===== src/rtl/pipe_seg_skid_pkg.sv =====
// Shared core constants for the elastic pipeline segment and its storage slot.
package pipe_seg_skid_pkg;

  // Default payload width: a program counter.
  localparam int PC_W = 32;

  // Exception tag bit positions.
  localparam int EXC_ADDR_ERR = 0;

  // Occupancy of the two-entry stage from its two valid bits.
  function automatic logic [1:0] occupancy(input logic main_valid, input logic skid_valid);
    return {1'b0, main_valid} + {1'b0, skid_valid};
  endfunction

endpackage


===== src/rtl/pipe_seg_entry.sv =====
// One storage slot of the segment: payload record {data, exc, bd} plus a valid bit.
// Load wins over clear; clear drops only the valid bit and keeps the payload.
module pipe_seg_entry
  import pipe_seg_skid_pkg::*;
#(
  parameter int DATA_W = PC_W,
  parameter int EXC_W  = 1
) (
  input  logic              clk,
  input  logic              reset,
  input  logic              load,
  input  logic              clear,
  input  logic [DATA_W-1:0] next_data,
  input  logic [EXC_W-1:0]  next_exc,
  input  logic              next_bd,
  output logic              valid,
  output logic [DATA_W-1:0] data,
  output logic [EXC_W-1:0]  exc,
  output logic              bd
);

  typedef struct packed {
    logic [DATA_W-1:0] data;
    logic [EXC_W-1:0]  exc;
    logic              bd;
  } entry_t;

  entry_t slot;

  // Slot register: reset clears everything, load captures a beat, clear only invalidates.
  always_ff @(posedge clk) begin
    if (reset) begin
      slot  <= '0;
      valid <= 1'b0;
    end else if (load) begin
      slot  <= '{data: next_data, exc: next_exc, bd: next_bd};
      valid <= 1'b1;
    end else if (clear) begin
      valid <= 1'b0;
    end
  end

  assign data = slot.data;
  assign exc  = slot.exc;
  assign bd   = slot.bd;

endmodule


===== src/rtl/pipe_seg_skid.sv =====
// Two-entry elastic pipeline segment (main + skid) with valid/ready handshake,
// branch-delay-slot tagging and single-cycle flush. in_ready depends only on
// the skid valid flop, so it never combinationally follows out_ready.
module pipe_seg_skid
  import pipe_seg_skid_pkg::*;
#(
  parameter int DATA_W   = PC_W,
  parameter int EXC_W    = 1,
  parameter int TRACK_BD = 1
) (
  input  logic              clk,
  input  logic              reset,
  input  logic              flush,
  input  logic              in_valid,
  output logic              in_ready,
  input  logic [DATA_W-1:0] in_data,
  input  logic [EXC_W-1:0]  in_exc,
  input  logic              in_branch,
  output logic              out_valid,
  input  logic              out_ready,
  output logic [DATA_W-1:0] out_data,
  output logic [EXC_W-1:0]  out_exc,
  output logic              out_bd,
  output logic [1:0]        count
);

  logic              skid_valid;
  logic [DATA_W-1:0] skid_data;
  logic [EXC_W-1:0]  skid_exc;
  logic              skid_bd;
  logic              last_br;

  logic              accept;
  logic              pop;
  logic              take;
  logic              main_load;
  logic              main_clear;
  logic              skid_load;
  logic              skid_clear;
  logic [DATA_W-1:0] main_next_data;
  logic [EXC_W-1:0]  main_next_exc;
  logic              main_next_bd;

  assign in_ready = ~skid_valid;
  assign accept   = in_valid & in_ready;
  assign pop      = out_valid & out_ready;
  assign take     = accept & ~flush;
  assign count    = occupancy(out_valid, skid_valid);

  // Slot control: decide which entry loads and where the main entry is refilled from.
  always_comb begin
    main_load      = 1'b0;
    main_clear     = 1'b0;
    skid_load      = 1'b0;
    skid_clear     = 1'b0;
    main_next_data = in_data;
    main_next_exc  = in_exc;
    main_next_bd   = last_br;
    if (flush) begin
      main_clear = 1'b1;
      skid_clear = 1'b1;
    end else if (!out_valid) begin
      main_load = take;
    end else if (pop) begin
      if (take) begin
        main_load = 1'b1;
      end else if (skid_valid) begin
        main_load      = 1'b1;
        main_next_data = skid_data;
        main_next_exc  = skid_exc;
        main_next_bd   = skid_bd;
        skid_clear     = 1'b1;
      end else begin
        main_clear = 1'b1;
      end
    end else if (take) begin
      skid_load = 1'b1;
    end
  end

  // Remember whether the last accepted beat was a branch; the next accepted beat is its delay slot.
  always_ff @(posedge clk) begin
    if (reset) begin
      last_br <= 1'b0;
    end else if (flush) begin
      last_br <= 1'b0;
    end else if (take) begin
      last_br <= (TRACK_BD != 0) && in_branch;
    end
  end

  pipe_seg_entry #(.DATA_W(DATA_W), .EXC_W(EXC_W)) u_main (
    .clk       (clk),
    .reset     (reset),
    .load      (main_load),
    .clear     (main_clear),
    .next_data (main_next_data),
    .next_exc  (main_next_exc),
    .next_bd   (main_next_bd),
    .valid     (out_valid),
    .data      (out_data),
    .exc       (out_exc),
    .bd        (out_bd)
  );

  pipe_seg_entry #(.DATA_W(DATA_W), .EXC_W(EXC_W)) u_skid (
    .clk       (clk),
    .reset     (reset),
    .load      (skid_load),
    .clear     (skid_clear),
    .next_data (in_data),
    .next_exc  (in_exc),
    .next_bd   (last_br),
    .valid     (skid_valid),
    .data      (skid_data),
    .exc       (skid_exc),
    .bd        (skid_bd)
  );

endmodule


===== config.mk =====
export PLATFORM = sky130hd
export DESIGN_NAME = pipe_seg_skid
export DESIGN_NICKNAME = d
export VERILOG_FILES = /design/src/rtl/pipe_seg_skid_pkg.sv /design/src/rtl/pipe_seg_entry.sv /design/src/rtl/pipe_seg_skid.sv
export SDC_FILE = /design/constraint.sdc
export NUM_CORES = 1
export LEC_CHECK = 0
export CORE_MARGIN = 4
export CORE_UTILIZATION = 28
export CTS_CLUSTER_DIAMETER = 150
export DETAILED_ROUTE_END_ITERATION = 8
export SYNTH_ARGS = -nofsm -noshare
export SYNTH_HDL_FRONTEND = slang
export SYNTH_SLANG_ARGS = --single-unit

===== constraint.sdc =====
create_clock -name clk -period 4.1 [get_ports clk]
set_clock_uncertainty 0.05 [all_clocks]
set_input_delay 1.23 -clock clk [delete_from_list [all_inputs] [get_ports clk]]
set_output_delay 1.23 -clock clk [all_outputs]
set_load 0.02 [all_outputs]

Word-level counts from Yosys, hierarchy flattened

Cells that the tools add are included.

Add/sub/neg operators: 1
Multiplexer cells: 37
Bitwise operators: 5
Reductions and logical operators: 3

Operators with widths:

| kind               | count |
|---|---|
| $mux W32           | 5 |
| $mux W1            | 32 |
| $reduce_bool A2 Y1 | 2 |
| $and A1 B1 Y1      | 3 |
| $add A1 B1 Y2      | 1 |
| $not A1 Y1         | 2 |
| $reduce_or A2 Y1   | 1 |

Register bits: 71
Input port bits: 39
Output and inout port bits: 38
Logic and storage cells: 55

Depth between registers and ports, before layout

Gate-level depths: netlist of run 1.

Depth after elaboration: 9
Gate-level depth with buffers: 6
Mapped depth without buffers: 4

By module

Synthesis of run 1 repeated with hierarchy kept, for this count alone.

Cell total of the unflattened synthesis: 281
Area total of the unflattened synthesis: 3228.1 um^2

Modules (own cells, without submodules):

| module         | instances | cells each | area each (um^2) | sequential area each (um^2) |
|---|---|---|---|---|
| pipe_seg_entry | 2         | 114        | 1272.5           | 700.7 |
| pipe_seg_skid  | 1         | 53         | 683.2            | 20.0 |

Worst setup path after synthesis of run 1

No wires, ideal clock.

Path kind: input port to flip-flop
From: input port in_valid
To: register u_skid.slot, in the netlist u_skid.bd
Setup time: 0.070 ns
Data arrival time: 2.183 ns
Required time: 3.980 ns
Slack: 1.797 ns
Cell stages on the path: 6
Path buffers: 2
Cell sequence: nor2b_1 and3_1 clkbuf_1 buf_2 nand2_1 a21oi_1

Cells in the longest elaborated chain, start to end: 6

RTL lines:

| item                 | line                 | text |
|---|---|---|
| from (decl)          | pipe_seg_skid.sv:14  | `input logic in_valid,` |
| $and A1 B1 Y1        | pipe_seg_skid.sv:45  | `assign accept = in_valid & in_ready;` |
| $and A1 B1 Y1        | pipe_seg_skid.sv:47  | `assign take = accept & ~flush;` |
| $mux W1              | pipe_seg_skid.sv:76  | `end else if (take) begin` |
| $mux W1              | pipe_seg_skid.sv:64  | `end else if (pop) begin` |
| $mux W1              | pipe_seg_skid.sv:62  | `end else if (!out_valid) begin` |
| $mux W1              | pipe_seg_skid.sv:59  | `if (flush) begin` |
| to (signal assigned) | pipe_seg_entry.sv:36 | `slot <= '{data: next_data, exc: next_exc, bd: next_bd};` |
| to (decl)            | pipe_seg_entry.sv:28 | `entry_t slot;` |

Every way passes these cells.
A chain may end at the register's enable or synchronous reset.

Worst setup path after layout of run 1

From: input port flush
To: register u_main.slot, in the netlist u_main.data[21]

Cells in the longest elaborated chain, start to end: 6
Elaborated cells on any way between the ends: 10
Those cells by class: mux: 8; bitwise: 2

RTL lines:

| item                                | line                 | text |
|---|---|---|
| from (decl)                         | pipe_seg_skid.sv:13  | `input logic flush,` |
| $not A1 Y1                          | pipe_seg_skid.sv:47  |  |
| $and A1 B1 Y1                       | pipe_seg_skid.sv:47  |  |
| $mux W32 or $mux W1 (tied branches) | pipe_seg_skid.sv:65  | `if (take) begin` |
| $mux W32 or $mux W1 (tied branches) | pipe_seg_skid.sv:64  |  |
| $mux W32 or $mux W1 (tied branches) | pipe_seg_skid.sv:62  |  |
| $mux W32 or $mux W1 (tied branches) | pipe_seg_skid.sv:59  |  |
| to (signal assigned)                | pipe_seg_entry.sv:36 |  |
| to (decl)                           | pipe_seg_entry.sv:28 |  |

Several ways; a longest one is shown, not always the timed one.

==> impl_metrics.csv, run 1 <==
group,metric,value,unit
clock_network,htreeDepth,3,
route,dr.pass1.iters,6,
sta,relSlewSlack,0.593,
layout,syn2layout_area_growth,39.2,%
sta,rsz0062_at_grt,"no",
clock_network,numCtsBuffers,9,
floorplan,core,9730,um^2
sta,hold_slack,404,ps
clock_network,cts_resized,0,
route,num_vias,2553,
power,p_leak,1.35,nW
synth,ys_ff_latch,71,
global_routing,first_global_vias,2414,
setup_path,r2r_setup_slack,2090,ps
power,pwr-share-seq,0.469,
clock_network,cts_tree,"yes",
clock_network,clk_pin_slew,80,ps
power,pwr-share-comb,0.127,
sta,period_share,0.732,
layout,stdcell_area,3880,um^2
power,power.density,403,nW/um^2
layout,nets,463,
placement,placed_cells,545,
synth,yosysTopAreaCell,"dfxtp_1",
synth,ys_async_sr_fraction,0,
placement,dp_worst_setup_slack,736,ps
route,wl_per_cell,12.5,um
power,swShare,0.238,
global_routing,grt-ovfl-total,0,
floorplan,die_area,11600,um^2
power,clock_power_share,0.404,
route,drc_errors,0,
floorplan,io_pins,77,
setup_path,worst-path-buf-inv,2,
sta,timing.final.ws_setup,1100,ps
power,switchingPower,0.372,mW
synth,syn_nets,397,
power,power.total,1.56,mW
synth,synthCells,357,
synth,synth_common_cells,"nand2_1, dfxtp_1, a21oi_1, nor2_1, a311oi_1",
sta,clock.fmax,333,MHz
clock_network,insertion_delay,330,ps
sta,worstMarginPinSlew,611,ps
route,wirelength,6990,um
setup_path,cpLargestDelayFamily,"buffers and inverters",
setup_path,worst_path_max_delay_cell,"clkdlybuf4s50_1",
setup_path,start_kind,"primary input",
synth,ys_seq_area_frac,0.510,
placement,dpl.hpwl,4560,um
synth,synth_area,2790,um^2
floorplan,die_h,108,um
setup_path,end_kind,"register",
global_routing,grt_max_degree,41,
clock_network,postCtsSetupRepairBufs,0,
layout,final_cells,561,
global_routing,antenna_found_initial,0,
sta,hold_viol,0,
setup_path,crit_path_max_fanout,20,
global_routing,grt_first_pass_wirelength,11400,um
clock_network,root_buffer,"clkbuf_8",
clock_network,cts_hold_buf,0,
floorplan,die-width,108,um
synth,synth_warnings,0,
layout,drive_gt1_frac,0.0631,
setup_path,slowest_delay,690,ps
setup_path,crit_required,4290,ps
setup_path,crit_type,"in -> reg",
synth,synth_top_area_share,0.510,
synth,synth_ff_type,"dfxtp_1",
route,ant_nets,0,
setup_path,worstPathArrival,3190,ps
layout,antennaDiodeCount,0,
clock_network,cts_num_sinks,71,
sta,final_max_slew_viol_count,0,
synth,yosys-top-cells-area,"dfxtp_1, nand2_1, a311oi_1, a21oi_1, nor2_1",
route,drtIter0Drc,78,
layout,fin_util,0.399,
clock_network,clock_tree.buffer_depth,2,
outcome,status,"finished clean",
placement,place_area,3650,um^2
global_routing,grt_usage,0.124,
floorplan,row_count,36,
sta,final.setup.tns,0,ps
min_path,min_path_type,"reg -> reg",
power,power.internal,1.19,mW
floorplan,start_util,0.286,
synth,synth_most_common_cell,"nand2_1",
placement,port-buffer-count,76,
setup_path,path_cells,"clkdlybuf4s50_1 -> or3_1 -> buf_4 -> nand2_1 -> a311oi_1",
route,viasPerCell,4.55,
sta,setup-violations-final,0,
synth,synth_edf_count,0,
flow_run,max_cap_viol_count,0,
power,ir_worst_vdd,132,uV
synth,syn_avg_cell_area,7.80,um^2
synth,ys_types,20,
placement,globalplace.congestion,0.746,
sta,finalCriticalPeriod,3000,ps
[cells by family (layout without fill, tap and decap cells)]
kind of cell | Yosys count | count (layout) | share of synthesized area
AND/OR/NAND/NOR | 182 | 182 | 0.252
buffers and inverters | 30 | 101 | 0.0499
multiplexers | 1 | 1 | 0.00359
AO/OA/AOI/OAI | 72 | 72 | 0.179
adder cells (fa/ha/maj) | 1 | 1 | 0.00449
flip-flops | 71 | 71 | 0.510
[tightest hold or removal path, stage by stage, from the launching register on]
cell and delay (ps):
dfxtp_1 310, nand2_1 50, a21oi_1 50
[sequential cells by signal, summed over array words and instances, names as in the netlist]
name          flops
last_br           1
u_main.bd         1
u_main.data      32
u_main.exc        1
u_main.valid      1
u_skid.bd         1
u_skid.data      32
u_skid.exc        1
u_skid.valid      1
[metal layers]
| metal | vias up | part of all wire | track usage |
|---|---|---|---|
| met4 | 0 | 0.012 | 0.0442 |
| met5 | - | 0 | 0 |
| met3 | 8 | 0.046 | 0.0378 |
| li1 | 1333 | - | - |
| met1 | 1167 | 0.44 | 0.149 |
| met2 | 45 | 0.50 | 0.207 |
[power by group through the flow]
stage | Sequential (mW) | Combinational, mW | Clock [mW]
2_1_floorplan | 0.776 | 0.0673 | 0
3_3_place_gp | 0.749 | 0.200 | 0
3_5_place_dp | 0.749 | 0.201 | 0
4_1_cts | 0.733 | 0.202 | 0.656
5_1_grt | 0.736 | 0.219 | 0.686
6_report | 0.732 | 0.199 | 0.632
[final timing paths]
path                           to            start  cells after the start
hold / removal    u_skid.data[18]  u_skid.data[18]                      2
hold reg to reg   u_skid.data[18]  u_skid.data[18]                      2
setup reg to reg   u_main.data[6]     u_main.valid                      5
setup / recovery  u_main.data[21]            flush                      5
[cell usage in the layout (no fill, tap or decap), types with 2 or more instances in the layout]
master / synthesis / layout
a21oi_1: 36 / 36
a311oi_1: 34 / 34
buf_4: 4 / 8
bufinv_16: 0 / 2
clkbuf_8: 0 / 11
clkdlybuf4s50_1: 0 / 75
clkinvlp_4: 0 / 2
dfxtp_1: 71 / 71
nand2_1: 138 / 138
nor2_1: 36 / 36
nor3_1: 2 / 2
[final cells by class]
class,instances,area (um^2)
fill,1015,5850
tap,133,166
timing repair buffer,84,816
multi-input combinational,256,1240
clock buffer,11,151
sequential,71,1420
clock inverter,5,80.1
inverter,1,3.75
(Power assumes the default switching activity.)
==> inputs of run 2 (changes only) <==
==> constraint.sdc (replaced) <==
create_clock -name clk -period 2.89 [get_ports clk]
set_clock_uncertainty 0.05 [all_clocks]
set_input_delay 0.867 -clock clk [delete_from_list [all_inputs] [get_ports clk]]
set_output_delay 0.867 -clock clk [all_outputs]
set_load 0.02 [all_outputs]
==> run 2 against run 1 <==
Net effect:
- non-clock buffer count shrank 2
- combinational power grew 44%
- routed wire length down 1.7%
- cell count is 0.36% lower
- highest routed layer unchanged
==> impl_metrics.csv, run 2 (synthesis gave the netlist of run 1 again) <==
group,metric,value,unit
sta,relSlewSlack,0.586,
sta,period_share,0.875,
clock_network,htreeDepth,3,
setup_path,path_depth,2,
route,drc_errors,0,
floorplan,die_area,11600,um^2
setup_path,worstPathArrival,1610,ps
floorplan,io_pins,77,
route,dr.pass1.iters,4,
route,wirelength,6870,um
clock_network,postCtsSetupRepairBufs,0,
power,power.density,551,nW/um^2
route,num_vias,2563,
route,drtIter0Drc,83,
setup_path,crit_path_max_fanout,9,
power,power.total,2.15,mW
floorplan,die_h,108,um
global_routing,grt_first_pass_wirelength,11400,um
route,ant_nets,0,
setup_path,crit_required,1970,ps
power,ir_worst_vdd,287,uV
clock_network,cts_tree,"yes",
route,wl_per_cell,12.3,um
clock_network,insertion_delay,330,ps
power,p_leak,1.35,nW
setup_path,r2r_setup_slack,1130,ps
setup_path,start_kind,"register",
clock_network,clock_tree.buffer_depth,2,
layout,fillers,1035,
placement,globalplace.congestion,0.744,
min_path,hold_depth,2,
sta,finalCriticalPeriod,2530,ps
route,viasPerCell,4.58,
sta,clock.fmax,396,MHz
outcome,status,"finished clean",
clock_network,cts_num_sinks,71,
setup_path,crit_type,"reg -> out",
layout,regArea,1420,um^2
layout,antennaDiodeCount,0,
layout,final_common_cell,"nand2_1",
floorplan,die-width,108,um
clock_network,root_buffer,"clkbuf_8",
layout,multi_input_area,1240,um^2
flow_run,max_cap_viol_count,0,
layout,syn2layout_area_growth,40.4,%
sta,hold_slack,406,ps
setup_path,end_kind,"output pin",
sta,hold_viol,0,
layout,final_cell_mix,"nand2_1, clkdlybuf4s50_1, dfxtp_1, nor2_1, a21oi_1",
floorplan,start_util,0.286,
sta,final_max_slew_viol_count,0,
clock_network,cts_resized,0,
layout,drive_gt1_frac,0.0587,
sta,setup-violations-final,0,
placement,port-buffer-count,76,
setup_path,worst_path_max_delay_cell,"clkdlybuf4s50_1",
sta,final.setup.tns,0,ps
global_routing,first_global_vias,2425,
global_routing,grt_usage,0.123,
clock_network,clk_pin_slew,70,ps
sta,rsz0062_at_grt,"no",
floorplan,core,9730,um^2
setup_path,r2r_cells,5,
placement,dpl.hpwl,4350,um
global_routing,antenna_found_initial,0,
setup_path,path_cells,"ha_1 -> clkdlybuf4s50_1",
clock_network,numCtsBuffers,9,
clock_network,cts_hold_buf,0,
setup_path,cpLargestDelayFamily,"buffers and inverters",
layout,nets,461,
global_routing,grt-ovfl-total,0,
setup_path,worst-path-buf-inv,1,
floorplan,row_count,36,
sta,worstMarginPinSlew,621,ps
setup_path,slowest_delay,600,ps
min_path,min_path_type,"reg -> reg",
global_routing,grt_max_degree,69,
-- run 2: cell types whose count changed in the layout (fill, tap and decap cells not counted), sizes merged --
cell and delta:
clkbuf +1, buf -2, bufinv -1, clkinvlp +1
clkinv -1
-- run 2: cell type report --
| cell class | count | area share |
|---|---|---|
| inverters | 1 | 0.000960 |
| clock inverters | 4 | 0.0134 |
| clock buffers | 12 | 0.0422 |
| repair buffers | 82 | 0.221 |
| well taps | 133 | 0.0425 |
| flip-flops and latches | 71 | 0.363 |
| multi-input cells | 256 | 0.317 |
-- run 2: report_power, final --
| part | internal [mW] | switching [mW] |
|---|---|---|
| clock | 0.469 | 0.361 |
| sequential | 1.02 | 0.0212 |
| combinational | 0.145 | 0.141 |
-- run 2: final timing paths --
kind | from | end
min | u_skid.data[0] | u_skid.data[0]
max reg2reg | u_main.valid | u_main.data[25]
min reg2reg | u_skid.data[0] | u_skid.data[0]
max | u_main.valid | count[0]
-- run 2: metrics by stage --
step	worst slack [ps]	utilization	instance area [um^2]	cells
2_1_floorplan	950	-	2790	357
4_1_cts	332	0.402	3910	559
5_1_grt	273	0.402	3910	559
3_5_place_dp	269	0.380	3690	543
3_3_place_gp	311	0.380	3690	543
6_report	362	0.402	3910	559
-- run 2: worst register-to-register path: stages (launching register included) --
cell	delay, ps
dfxtp_1	470
nand2_1	210
a211oi_4	280
buf_12	300
nor2_1	100
a311oi_1	260
-- run 2: metal layers --
metal	vias to the layer above	global-route usage	wire length, um	part of all wire
met5	-	0	0	0
met4	0	0.0487	105	0.015
li1	1332	-	-	-
met1	1142	0.144	3050	0.44
met3	13	0.0438	472	0.069
met2	76	0.203	3240	0.47
==> inputs of run 3 (changes only) <==
--- a/config.mk
+++ b/config.mk
@@ -5,10 +5,14 @@
 export SDC_FILE = /design/constraint.sdc
 export NUM_CORES = 1
 export LEC_CHECK = 0
+export CAP_MARGIN = 20
+export CELL_PAD_IN_SITES_DETAIL_PLACEMENT = 0
+export CELL_PAD_IN_SITES_GLOBAL_PLACEMENT = 1
 export CORE_MARGIN = 4
 export CORE_UTILIZATION = 28
 export CTS_CLUSTER_DIAMETER = 150
 export DETAILED_ROUTE_END_ITERATION = 8
+export PLACE_DENSITY_LB_ADDON = 0.1
 export SYNTH_ARGS = -nofsm -noshare
 export SYNTH_HDL_FRONTEND = slang
 export SYNTH_SLANG_ARGS = --single-unit
==> run 3 against run 2 <==
Net effect:
- sequential power about the same
- critical endpoint unchanged
- via count down 0.12%
- largest power group unchanged
- non-clock buffer count up 2
- highest routed layer unchanged
==> impl_metrics.csv, run 3 (synthesis gave the netlist of run 1 again) <==
group,metric,value,unit
outcome,status,"finished clean",
setup_path,path_depth,2,
route,ant_nets,0,
layout,final_common_cell,"nand2_1",
layout,multi_input_area,1240,um^2
global_routing,globalRouteMet1Util,0.163,
clock_network,insertion_delay,340,ps
power,power.total,2.23,mW
setup_path,slowest_delay,540,ps
setup_path,crit_path_start,"u_main.valid",
min_path,min_from,"u_skid.data[10]",
route,wirelength,7640,um
global_routing,grt_first_pass_wirelength,12500,um
clock_network,numCtsBuffers,9,
floorplan,die-width,108,um
floorplan,core,9730,um^2
floorplan,die_area,11600,um^2
layout,final_cell_mix,"nand2_1, clkdlybuf4s50_1, dfxtp_1, nor2_1, a21oi_1",
clock_network,cts_num_sinks,71,
setup_path,start_kind,"register",
global_routing,first_global_vias,2440,
sta,finalCriticalPeriod,2540,ps
setup_path,r2r-end,"u_main.data[19]",
global_routing,grt-ovfl-total,0,
setup_path,crit_type,"reg -> out",
floorplan,start_util,0.286,
setup_path,end_kind,"output pin",
global_routing,use_met2,0.242,
sta,worstMarginPinSlew,546,ps
power,power.density,570,nW/um^2
floorplan,row_count,36,
global_routing,met3_usage,0.0354,
setup_path,cpLargestDelayFamily,"buffers and inverters",
power,pwr-share-seq,0.465,
floorplan,io_pins,77,
layout,fillers,1048,
sta,rsz0062_at_grt,"no",
power,power.internal,1.69,mW
layout,nets,463,
sta,final_max_slew_viol_count,0,
route,viasPerCell,4.56,
clock_network,cts_tree,"yes",
clock_network,clk_pin_slew,70,ps
setup_path,r2r_start,"u_main.valid",
min_path,hold_depth,2,
clock_network,htreeDepth,3,
global_routing,antenna_found_initial,0,
flow_run,max_cap_viol_count,0,
global_routing,grt_max_degree,69,
min_path,min_path_type,"reg -> reg",
sta,timing.final.ws_setup,352,ps
placement,port-buffer-count,76,
sta,hold_slack,404,ps
clock_network,cts_resized,0,
power,swShare,0.241,
setup_path,crit_required,1970,ps
setup_path,r2r_cells,5,
route,dr.pass1.iters,4,
placement,dp_worst_setup_slack,230,ps
layout,antennaDiodeCount,0,
placement,dpl.hpwl,4550,um
power,clock_power_share,0.406,
sta,hold_viol,0,
sta,clock.fmax,394,MHz
sta,relSlewSlack,0.636,
clock_network,cts_hold_buf,0,
route,num_vias,2560,
power,ir_worst_vdd,295,uV
route,drtIter0Drc,87,
power,p_leak,1.36,nW
setup_path,worst_path_max_delay_cell,"clkdlybuf4s50_1",
placement,globalplace.congestion,0.685,
power,pwr-share-comb,0.129,
setup_path,r2r_setup_slack,1150,ps
sta,setup-violations-final,0,
clock_network,postCtsSetupRepairBufs,0,
setup_path,path_cells,"ha_1 -> clkdlybuf4s50_1",
sta,period_share,0.878,
route,drc_errors,0,
floorplan,die_h,108,um
setup_path,crit_path_max_fanout,9,
setup_path,worst-path-buf-inv,1,
power,switchingPower,0.539,mW
global_routing,grt_usage,0.137,
setup_path,worstPathArrival,1620,ps
route,wl_per_cell,13.6,um
layout,drive_gt1_frac,0.0654,
min_path,whs_endpoint,"u_skid.data[10]",
layout,regArea,1420,um^2
clock_network,root_buffer,"clkbuf_8",
clock_network,clock_tree.buffer_depth,2,
global_routing,grt_busiest_layer,"met2",
layout,syn2layout_area_growth,40.7,%
sta,final.setup.tns,0,ps
[run 3: changes by cell type in the layout (fill, tap and decap cells not counted), sizes merged]
| cell | before | now |
|---|---|---|
| bufinv | 1 | 2 |
| buf | 7 | 9 |
| clkinvlp | 3 | 2 |
| clkbuf | 12 | 11 |
| clkinv | 0 | 1 |
[run 3: worst max path at each step]
stage	end
after floorplan	u_skid.bd
after global placement	u_main.data[26]
after detailed placement	u_main.data[19]
after CTS	count[0]
after global routing	count[0]
final	count[0]
[run 3: worst register-to-register path: stages (launching register included)]
cell and delay (ps):
dfxtp_1 480, nand2_1 200, a211oi_4 280, buf_12 320
nor2_1 90, a311oi_1 250
[run 3: power groups by stage]
stage          Sequential (mW)  Combinational (mW)  Clock [mW]
5_1_grt                   1.04               0.315       0.980
4_1_cts                   1.04               0.293       0.935
3_3_place_gp              1.06               0.291           0
3_5_place_dp              1.06               0.292           0
2_1_floorplan             1.10              0.0955           0
6_report                  1.04               0.288       0.905
[run 3: final cells by class]
class / instances / share of cell area
multi-input combinational: 256 / 0.317
sequential: 71 / 0.363
inverter: 1 / 0.000958
clock buffer: 11 / 0.0386
tap: 133 / 0.0425
timing repair buffer: 84 / 0.218
clock inverter: 5 / 0.0204
[run 3: per-stage QoR]
stage               std cells  area [um^2]  utilization
global route              561         3920        0.403
finish                    561         3920        0.403
detailed placement        545         3690        0.379
global placement          545         3690        0.379
floorplan                 357         2790            -
CTS                       561         3920        0.403
[run 3: routing by layer]
layer  wire (um)  vias up
met4          93        0
met1        3450     1174
met3         297        8
met5           0        -
li1            -     1331
met2        3800       47
